## src/rtl/ker_clk_switch_ctrl.sv

```systemverilog
`default_nettype none
// =====================================================================
// Module   : ker_clk_switch_ctrl
// Brief    : Kernel clock source change sequencer. On a new select it
//            requests the new oscillator, waits for it to be ready,
//            gates the kernel clock off, switches the mux select, lets
//            the mux settle and ungates, keeping per_ker_clks glitch-free.
// Options  : KER_CLK_SW_TIMEOUT_EN - bound the oscillator-ready wait to
//            TIMEOUT_CYCLES and flag sw_err when it expires.
// Revision : 1.0 - initial release
// =====================================================================
module ker_clk_switch_ctrl #(
  parameter int KER_CLK_SRC_NUM   = 5,
  parameter int SEL_W             = ($clog2(KER_CLK_SRC_NUM) > 1) ? $clog2(KER_CLK_SRC_NUM) : 1,
  parameter int RST_SEL           = 0,
  parameter int GATE_OFF_CYCLES   = 2,
  parameter int MUX_SETTLE_CYCLES = 4,
  parameter int TIMEOUT_CYCLES    = 64
) (
  input  logic                       i_clk,
  input  logic                       sys_rst,
  input  logic                       sel_req_valid,
  input  logic [SEL_W-1:0]           sel_req,
  output logic                       sel_req_ready,
  input  logic [KER_CLK_SRC_NUM-1:0] src_rdy,
  output logic [KER_CLK_SRC_NUM-1:0] src_on_req,
  output logic [SEL_W-1:0]           ker_clk_sel,
  output logic                       ker_clk_gate_en,
  output logic                       busy,
  output logic                       sw_done,
  output logic                       sw_err,
  input  logic                       err_clr
);

  localparam int c_CNT_MAX = (GATE_OFF_CYCLES > MUX_SETTLE_CYCLES) ? GATE_OFF_CYCLES : MUX_SETTLE_CYCLES;
  localparam int c_CNT_W   = $clog2(c_CNT_MAX + 1);
  localparam logic [c_CNT_W-1:0]         c_GATE_LOAD   = c_CNT_W'(GATE_OFF_CYCLES - 1);
  localparam logic [c_CNT_W-1:0]         c_SETTLE_LOAD = c_CNT_W'(MUX_SETTLE_CYCLES - 1);
  localparam logic [SEL_W:0]             c_SRC_NUM     = (SEL_W + 1)'(KER_CLK_SRC_NUM);
  localparam logic [KER_CLK_SRC_NUM-1:0] c_ONE         = KER_CLK_SRC_NUM'(1);
  localparam logic [SEL_W-1:0]           c_RST_SEL     = SEL_W'(RST_SEL);
  localparam logic [KER_CLK_SRC_NUM-1:0] c_RST_ONEHOT  = c_ONE << c_RST_SEL;

  // Zero-length phases would skip the gate-off or settle window entirely.
  if ((GATE_OFF_CYCLES < 1) || (MUX_SETTLE_CYCLES < 1) || (TIMEOUT_CYCLES < 1)) begin : g_param_check
    $error("ker_clk_switch_ctrl: cycle-count parameters must be >= 1");
  end

  typedef enum logic [1:0] {
    S_IDLE     = 2'd0,
    S_SRC_WAIT = 2'd1,
    S_GATE_OFF = 2'd2,
    S_SWITCH   = 2'd3
  } state_e;

  state_e                     state_q, state_d;
  logic [SEL_W-1:0]           sel_q, sel_d;
  logic [SEL_W-1:0]           new_sel_q, new_sel_d;
  logic [SEL_W-1:0]           old_sel_q, old_sel_d;
  logic                       gate_q, gate_d;
  logic [KER_CLK_SRC_NUM-1:0] on_q, on_d;
  logic                       ready_q, ready_d;
  logic                       busy_q, busy_d;
  logic                       done_q, done_d;
  logic                       err_q, err_d;
  logic [c_CNT_W-1:0]         cnt_q, cnt_d;

`ifdef KER_CLK_SW_TIMEOUT_EN
  localparam int c_TO_W = $clog2(TIMEOUT_CYCLES + 1);
  localparam logic [c_TO_W-1:0] c_TO_LAST = c_TO_W'(TIMEOUT_CYCLES - 1);
  logic [c_TO_W-1:0] to_cnt_q, to_cnt_d;

  // Oscillator-ready wait counter, restarted on every accepted switch.
  always_ff @(posedge i_clk) begin
    if (sys_rst) to_cnt_q <= '0;
    else         to_cnt_q <= to_cnt_d;
  end
`endif

  // Next-state and registered-output decode for the switch sequence.
  always_comb begin
    state_d   = state_q;
    sel_d     = sel_q;
    new_sel_d = new_sel_q;
    old_sel_d = old_sel_q;
    gate_d    = gate_q;
    on_d      = on_q;
    cnt_d     = cnt_q;
    done_d    = 1'b0;
    // Clear first so that any set event below overrides a same-cycle clear.
    err_d     = err_clr ? 1'b0 : err_q;
`ifdef KER_CLK_SW_TIMEOUT_EN
    to_cnt_d  = to_cnt_q;
`endif
    case (state_q)
      S_IDLE: begin
        if (sel_req_valid && ready_q) begin
          if ({1'b0, sel_req} >= c_SRC_NUM) begin
            err_d = 1'b1;
          end else if (sel_req == sel_q) begin
            done_d = 1'b1;
          end else begin
            new_sel_d = sel_req;
            old_sel_d = sel_q;
            // Old source stays requested until the mux has left it.
            on_d      = on_q | (c_ONE << sel_req);
            state_d   = S_SRC_WAIT;
`ifdef KER_CLK_SW_TIMEOUT_EN
            to_cnt_d  = '0;
`endif
          end
        end
      end
      S_SRC_WAIT: begin
        if (src_rdy[new_sel_q]) begin
          gate_d  = 1'b0;
          cnt_d   = c_GATE_LOAD;
          state_d = S_GATE_OFF;
        end
`ifdef KER_CLK_SW_TIMEOUT_EN
        else if (to_cnt_q == c_TO_LAST) begin
          // Abandon the switch: drop the new request, keep the old clock running.
          on_d    = on_q & ~(c_ONE << new_sel_q);
          err_d   = 1'b1;
          state_d = S_IDLE;
        end else begin
          to_cnt_d = to_cnt_q + c_TO_W'(1);
        end
`endif
      end
      S_GATE_OFF: begin
        if (cnt_q == '0) begin
          sel_d   = new_sel_q;
          cnt_d   = c_SETTLE_LOAD;
          state_d = S_SWITCH;
        end else begin
          cnt_d = cnt_q - c_CNT_W'(1);
        end
      end
      S_SWITCH: begin
        if (cnt_q == '0) begin
          gate_d  = 1'b1;
          done_d  = 1'b1;
          on_d    = on_q & ~(c_ONE << old_sel_q);
          state_d = S_IDLE;
        end else begin
          cnt_d = cnt_q - c_CNT_W'(1);
        end
      end
      default: state_d = S_IDLE;
    endcase
    ready_d = (state_d == S_IDLE);
    busy_d  = (state_d != S_IDLE);
  end

  // State and output registers; reset abandons any partial switch.
  always_ff @(posedge i_clk) begin
    if (sys_rst) begin
      state_q   <= S_IDLE;
      sel_q     <= c_RST_SEL;
      new_sel_q <= c_RST_SEL;
      old_sel_q <= c_RST_SEL;
      gate_q    <= 1'b1;
      on_q      <= c_RST_ONEHOT;
      ready_q   <= 1'b1;
      busy_q    <= 1'b0;
      done_q    <= 1'b0;
      err_q     <= 1'b0;
      cnt_q     <= '0;
    end else begin
      state_q   <= state_d;
      sel_q     <= sel_d;
      new_sel_q <= new_sel_d;
      old_sel_q <= old_sel_d;
      gate_q    <= gate_d;
      on_q      <= on_d;
      ready_q   <= ready_d;
      busy_q    <= busy_d;
      done_q    <= done_d;
      err_q     <= err_d;
      cnt_q     <= cnt_d;
    end
  end

  assign sel_req_ready   = ready_q;
  assign src_on_req      = on_q;
  assign ker_clk_sel     = sel_q;
  assign ker_clk_gate_en = gate_q;
  assign busy            = busy_q;
  assign sw_done         = done_q;
  assign sw_err          = err_q;

endmodule

`default_nettype wire
```

## config.mk

```make
export PLATFORM = sky130hd
export DESIGN_NAME = ker_clk_switch_ctrl
export DESIGN_NICKNAME = d
export VERILOG_FILES = /design/src/rtl/ker_clk_switch_ctrl.sv
export SDC_FILE = /design/constraint.sdc
export NUM_CORES = 1
export LEC_CHECK = 0
export CAP_MARGIN = 20
export CELL_PAD_IN_SITES_DETAIL_PLACEMENT = 0
export CELL_PAD_IN_SITES_GLOBAL_PLACEMENT = 1
export CORE_ASPECT_RATIO = 1.1
export CORE_MARGIN = 3
export CORE_UTILIZATION = 27
export DETAILED_ROUTE_END_ITERATION = 16
export PLACE_DENSITY_LB_ADDON = 0.1
export SETUP_SLACK_MARGIN = 0.4
export SLEW_MARGIN = 15
export SYNTH_ARGS = -nofsm -noshare
export SYNTH_HDL_FRONTEND = slang
export SYNTH_SLANG_ARGS = --single-unit
```

## constraint.sdc

```tcl
create_clock -name i_clk -period 5.45 [get_ports i_clk]
set_input_delay 1.09 -clock i_clk [delete_from_list [all_inputs] [get_ports i_clk]]
set_output_delay 1.09 -clock i_clk [all_outputs]
set_load 0.005 [all_outputs]
```

# Word-level counts from Yosys, hierarchy flattened
# Index checks and enable logic that the tools add are counted.
[op_classes] n_eq_ne=10 bitwise_logic=5 n_lt_le_gt_ge=2 mux=30 n_reduce_logical=13 shift=2 n_addsub=1
[ops] op="$mux W5" n=4
[ops] op="$mux W2" n=6
[ops] op="$ne A2 B2 Y1 const B" n=6
[ops] op="$mux W1" n=11
[ops] op="$pmux W5 S2" n=1
[ops] op="$shl A1 B3 Y5 const A" n=2
[ops] op="$mux W3" n=3
[ops] op="$pmux W3 S3" n=1
[ops] op="$pmux W2 S4" n=1
[ops] op="$reduce_and A3 Y1" n=2
[ops] op="$reduce_bool A2 Y1" n=3
[ops] op="$and A5 B5 Y5" n=1
[ops] op="$not A5 Y5" n=1
[ops] op="$or A5 B5 Y5" n=1
[ops] op="$reduce_and A5 Y1" n=1
[ops] op="$eq A2 B2 Y1 const B" n=2
[ops] op="$logic_not A2 Y1" n=2
[ops] op="$lt A3 B4 Y1 const B" n=1
[ops] op="$pmux W1 S2" n=2
[ops] op="$reduce_and A4 Y1" n=1
[ops] op="$bmux W1 S3" n=1
[ops] op="$eq A3 B3 Y1" n=1
[ops] op="$ge A3 B3 Y1 const B" n=1
[ops] op="$logic_not A3 Y1" n=1
[ops] op="other kinds (6)" n=7
[word_totals] in_bits=12 wordCells=74 out_inout_bits=13 regBits=24

# Logic depth before layout (Yosys ltp)
[logic_depth] word_depth=6 depth_mapped=7 mapped_depth_nobuf=7

# Least setup slack after synthesis
# Ideal clock, no wire load.
[synth_path] path_kind="input -> register" from="input sel_req[2]" to="register on_q[0], in the netlist src_on_req[0]" t_arrival_ns=2.337 n_path_buf=1 setup_ns=0.122 required_ns=5.328 cell_stages=6 path_slack_ns=2.991 path_cell_list="clkbuf_2 -> o21a_2 -> a311o_1 -> a211oi_2 -> nand2_1 -> a221o_1"
[synth_between] elab_chain_len=6 word_cells_on_any_way=11 cone_classes="order compare (1); eq/ne (3); shift (1); mux (4); bitwise (1); reduce/logical (1)"
[synth_lines] element="start: declaration" line_no="23" rtl="input logic [SEL_W-1:0] sel_req,"
[synth_lines] element="$shl A1 B3 Y5" line_no="106" rtl="on_d = on_q | (c_ONE << sel_req);"
[synth_lines] element="$or A5 B5 Y5" line_no="106"
[synth_lines] element="$mux W5" line_no="100" rtl="end else if (sel_req == sel_q) begin"
[synth_lines] element="$mux W5" line_no="98" rtl="if ({1'b0, sel_req} >= c_SRC_NUM) begin"
[synth_lines] element="$mux W5" line_no="97" rtl="if (sel_req_valid && ready_q) begin"
[synth_lines] element="$pmux W5 S2" line_no="95" rtl="case (state_q)"
[synth_lines] element="end signal: assignment" line_no="164" rtl="on_q <= c_RST_ONEHOT;"
[synth_lines] element="end signal: assignment" line_no="176" rtl="on_q <= on_d;"
[synth_lines] element="end: declaration" line_no="61" rtl="logic [KER_CLK_SRC_NUM-1:0] on_q, on_d;"
# Parallel ways exist; a longest one is shown, timed or not. The select of a mux whose other input is x is not followed.
# A chain may end at the register's enable or synchronous reset.

# Final worst setup path
[layout_path] from="input sel_req[0]" to="register on_q[0], in the netlist src_on_req[0]"
# The elaborated chain is that of the path after synthesis.

==> flow_summary.yaml <==
run_status:
  status: "complete, no violations"
sta:
  worst_slack_ps: 2660
  worst_pin_slew_ps: 803
  finClkSkew_ps: 1.91
  timing.fmax_mhz: 358
  fin_crit_sh_pct: 51.3
  period_needed_ps: 2790
  tns_ps: 0
  setup_viol: 0
  maxSlewHeadroom_pct: 46.3
  hold_ws_ps: 459
  rsz0062_at_grt: "no"
  finalHoldViolCount: 0
  finalMaxSlewViolations: 0
critical_path:
  crit_type: "in -> reg"
  required_ps: 5610
  worstSetupStartpointType: "input port"
  end_kind: "flip-flop"
  crit_arrival_ps: 2950
  cp_max_fo: 6
die:
  fp.dieW_um: 70.7
  die-area_um2: 5460
  num_rows: 25
  start_util_pct: 28.4
  fp.dieH_um: 77.2
  pin_count: 25
  core_um2: 4380
placed_design:
  gp_congestion: 0.758
  port_buffers: 24
  dp_slack_ps: 2380
  dp_hpwl_um: 2270
synth:
  seq_area_frac_synth_pct: 38.6
  ys_ff_latch: 24
  synth_nets: 156
  syn_avg_cell_area_um2: 9.09
  synth_warnings: 0
  synth_area_um2: 1240
  syn_inst: 137
  synth_cell_types: 42
drt:
  dr_total_vias: 1061
  ant_nets: 0
  vias_per_cell: 4.93
  routedWlPerCell_um: 13.7
  first_iter_violations: 67
  firstDrtPassIters: 4
  drc_errors: 0
  wl_um: 2950
global_route:
  grt.total_usage_pct: 11.4
  antenna_found_initial: 0
  grt_pass1_wl_um: 4970
  grt_pass1_vias: 1049
  grt_max_degree: 22
  overflow: 0
clock_network:
  holdBufCountCts: 0
  cts-resized-gates: 0
  clock-sinks: 24
  tritoncts: "yes"
  cts_buffers: 3
  cts_buffer_depth: 2
  htreeDepth: 1
  clockRootBuffer: "clkbuf_8"
  clk_latency_ps: 260
  cts_setup_buffers: 0
  clk_pin_slew_ps: 80
power:
  powerDensity_nw_per_um2: 239
  vdd_drop_max_v: 0.0000773
  leakagePower_nw: 0.622
  p_total_uw: 380
layout:
  layout-drive-gt1-share_pct: 8.07
  fill_cells: 459
  layout_common_cells: "24 x dfxtp_1, 24 x clkdlybuf4s50_1, 18 x nor2_1"
  multi_input_area_um2: 709
  finalNetCount: 181
  seq_area_um2: 480
  syn2layout_area_growth_pct: 27.7
  antenna_cells: 0
hold_path:
  min_path_type: "reg -> reg"
flow_run:
  maxCapViolCount: 0
metrics by stage:
stage               util, %  std cells  area (um2)
floorplan                 -        137        1240
global placement       35.1        211        1540
detailed placement     35.1        211        1540
CTS                    36.3        215        1590
global route           36.3        215        1590
finish                 36.3        215        1590
kinds of logic (layout without fill, tap and decap cells):
group           Yosys count  count (layout)  synth area share (%)
simple gates             49              49                  19.3
compound gates           28              28                  18.7
flops                    24              24                  38.6
buf+inv                  14              38                  4.42
mux                      12              12                  9.85
fa+ha+maj                 7               7                  7.03
xor+xnor                  3               3                  2.11
layout make-up:
type / instances / area share [%]
clock buffer: 4 / 3.46
inverter: 10 / 2.36
multi-input combinational: 99 / 44.6
sequential: 24 / 30.2
tap: 54 / 4.25
timing repair buffer: 24 / 15.1
power by group:
group	internal, mW	switching, mW	total (mW)	leakage, nW
Combinational	0.0343	0.0361	0.0703	0.398
Sequential	0.183	0.00534	0.188	0.195
Clock	0.0645	0.0572	0.122	0.0288
state kept, by name (all words and copies together) (netlist names):
name and flops:
cnt_q 3, sw_err 1, ker_clk_gate_en 1, ker_clk_sel 3, sw_done 1, new_sel_q 3
src_on_req 5, old_sel_q 3, state_q 2, busy 1, sel_req_ready 1
synth_stat cells:
library cell,count,area [um2]
dfxtp_1,24,480
nor2_1,18,67.6
inv_1,10,37.5
mux2i_1,10,100
nand2_1,8,30.0
ha_1,7,87.6
nor3_1,5,25.0
a21oi_1,4,20.0
nand3_1,4,20.0
a211oi_2,3,37.5
nor2b_1,3,18.8
o21ai_0,3,15.0
xnor2_1,3,26.3
a311oi_1,2,17.5
a31oi_1,2,12.5
a41oi_1,2,17.5
clkbuf_1,2,7.51
mux2_2,2,22.5
nand2b_1,2,12.5
a211oi_1,1,7.51
a221o_1,1,10.0
a221oi_1,1,8.76
a221oi_2,1,15.0
a22o_1,1,8.76
a311o_1,1,10.0
a32o_1,1,10.0
a32oi_1,1,8.76
and3_1,1,6.26
buf_2,1,5.00
clkbuf_2,1,5.00
nand3b_1,1,7.51
nand4b_1,1,8.76
nor2_2,1,6.26
nor4_1,1,6.26
nor4bb_1,1,10.0
o211a_1,1,10.0
o21a_1,1,7.51
o21a_2,1,8.76
o21bai_1,1,7.51
or2_2,1,6.26
or2b_1,1,7.51
or4_1,1,7.51
layer usage:
metal  part of all wire, %  up-vias  GRT usage, %
li1                      -      537             -
met1                    48      486          15.3
met2                    45       34          17.2
met3                   5.7        4          1.97
met4                   1.7        0          5.83
met5                     0        -             0
path summary, 6_finish.rpt:
path	from	to	slack [ps]	cells after the start
worst min register to register	src_on_req[3]	src_on_req[3]	460	2
worst min-delay path	src_on_req[3]	src_on_req[3]	460	2
worst max-delay path	sel_req[0]	src_on_req[0]	2660	6
worst max register to register	state_q[1]	src_on_req[0]	3450	6
worst max-delay path: stages:
cell and delay (ps):
clkdlybuf4s50_1 510, o21a_2 280, a311o_1 350, a211oi_2 330
nand2_1 100, a221o_1 290
No activity file was read; power rests on OpenSTA's default activity.
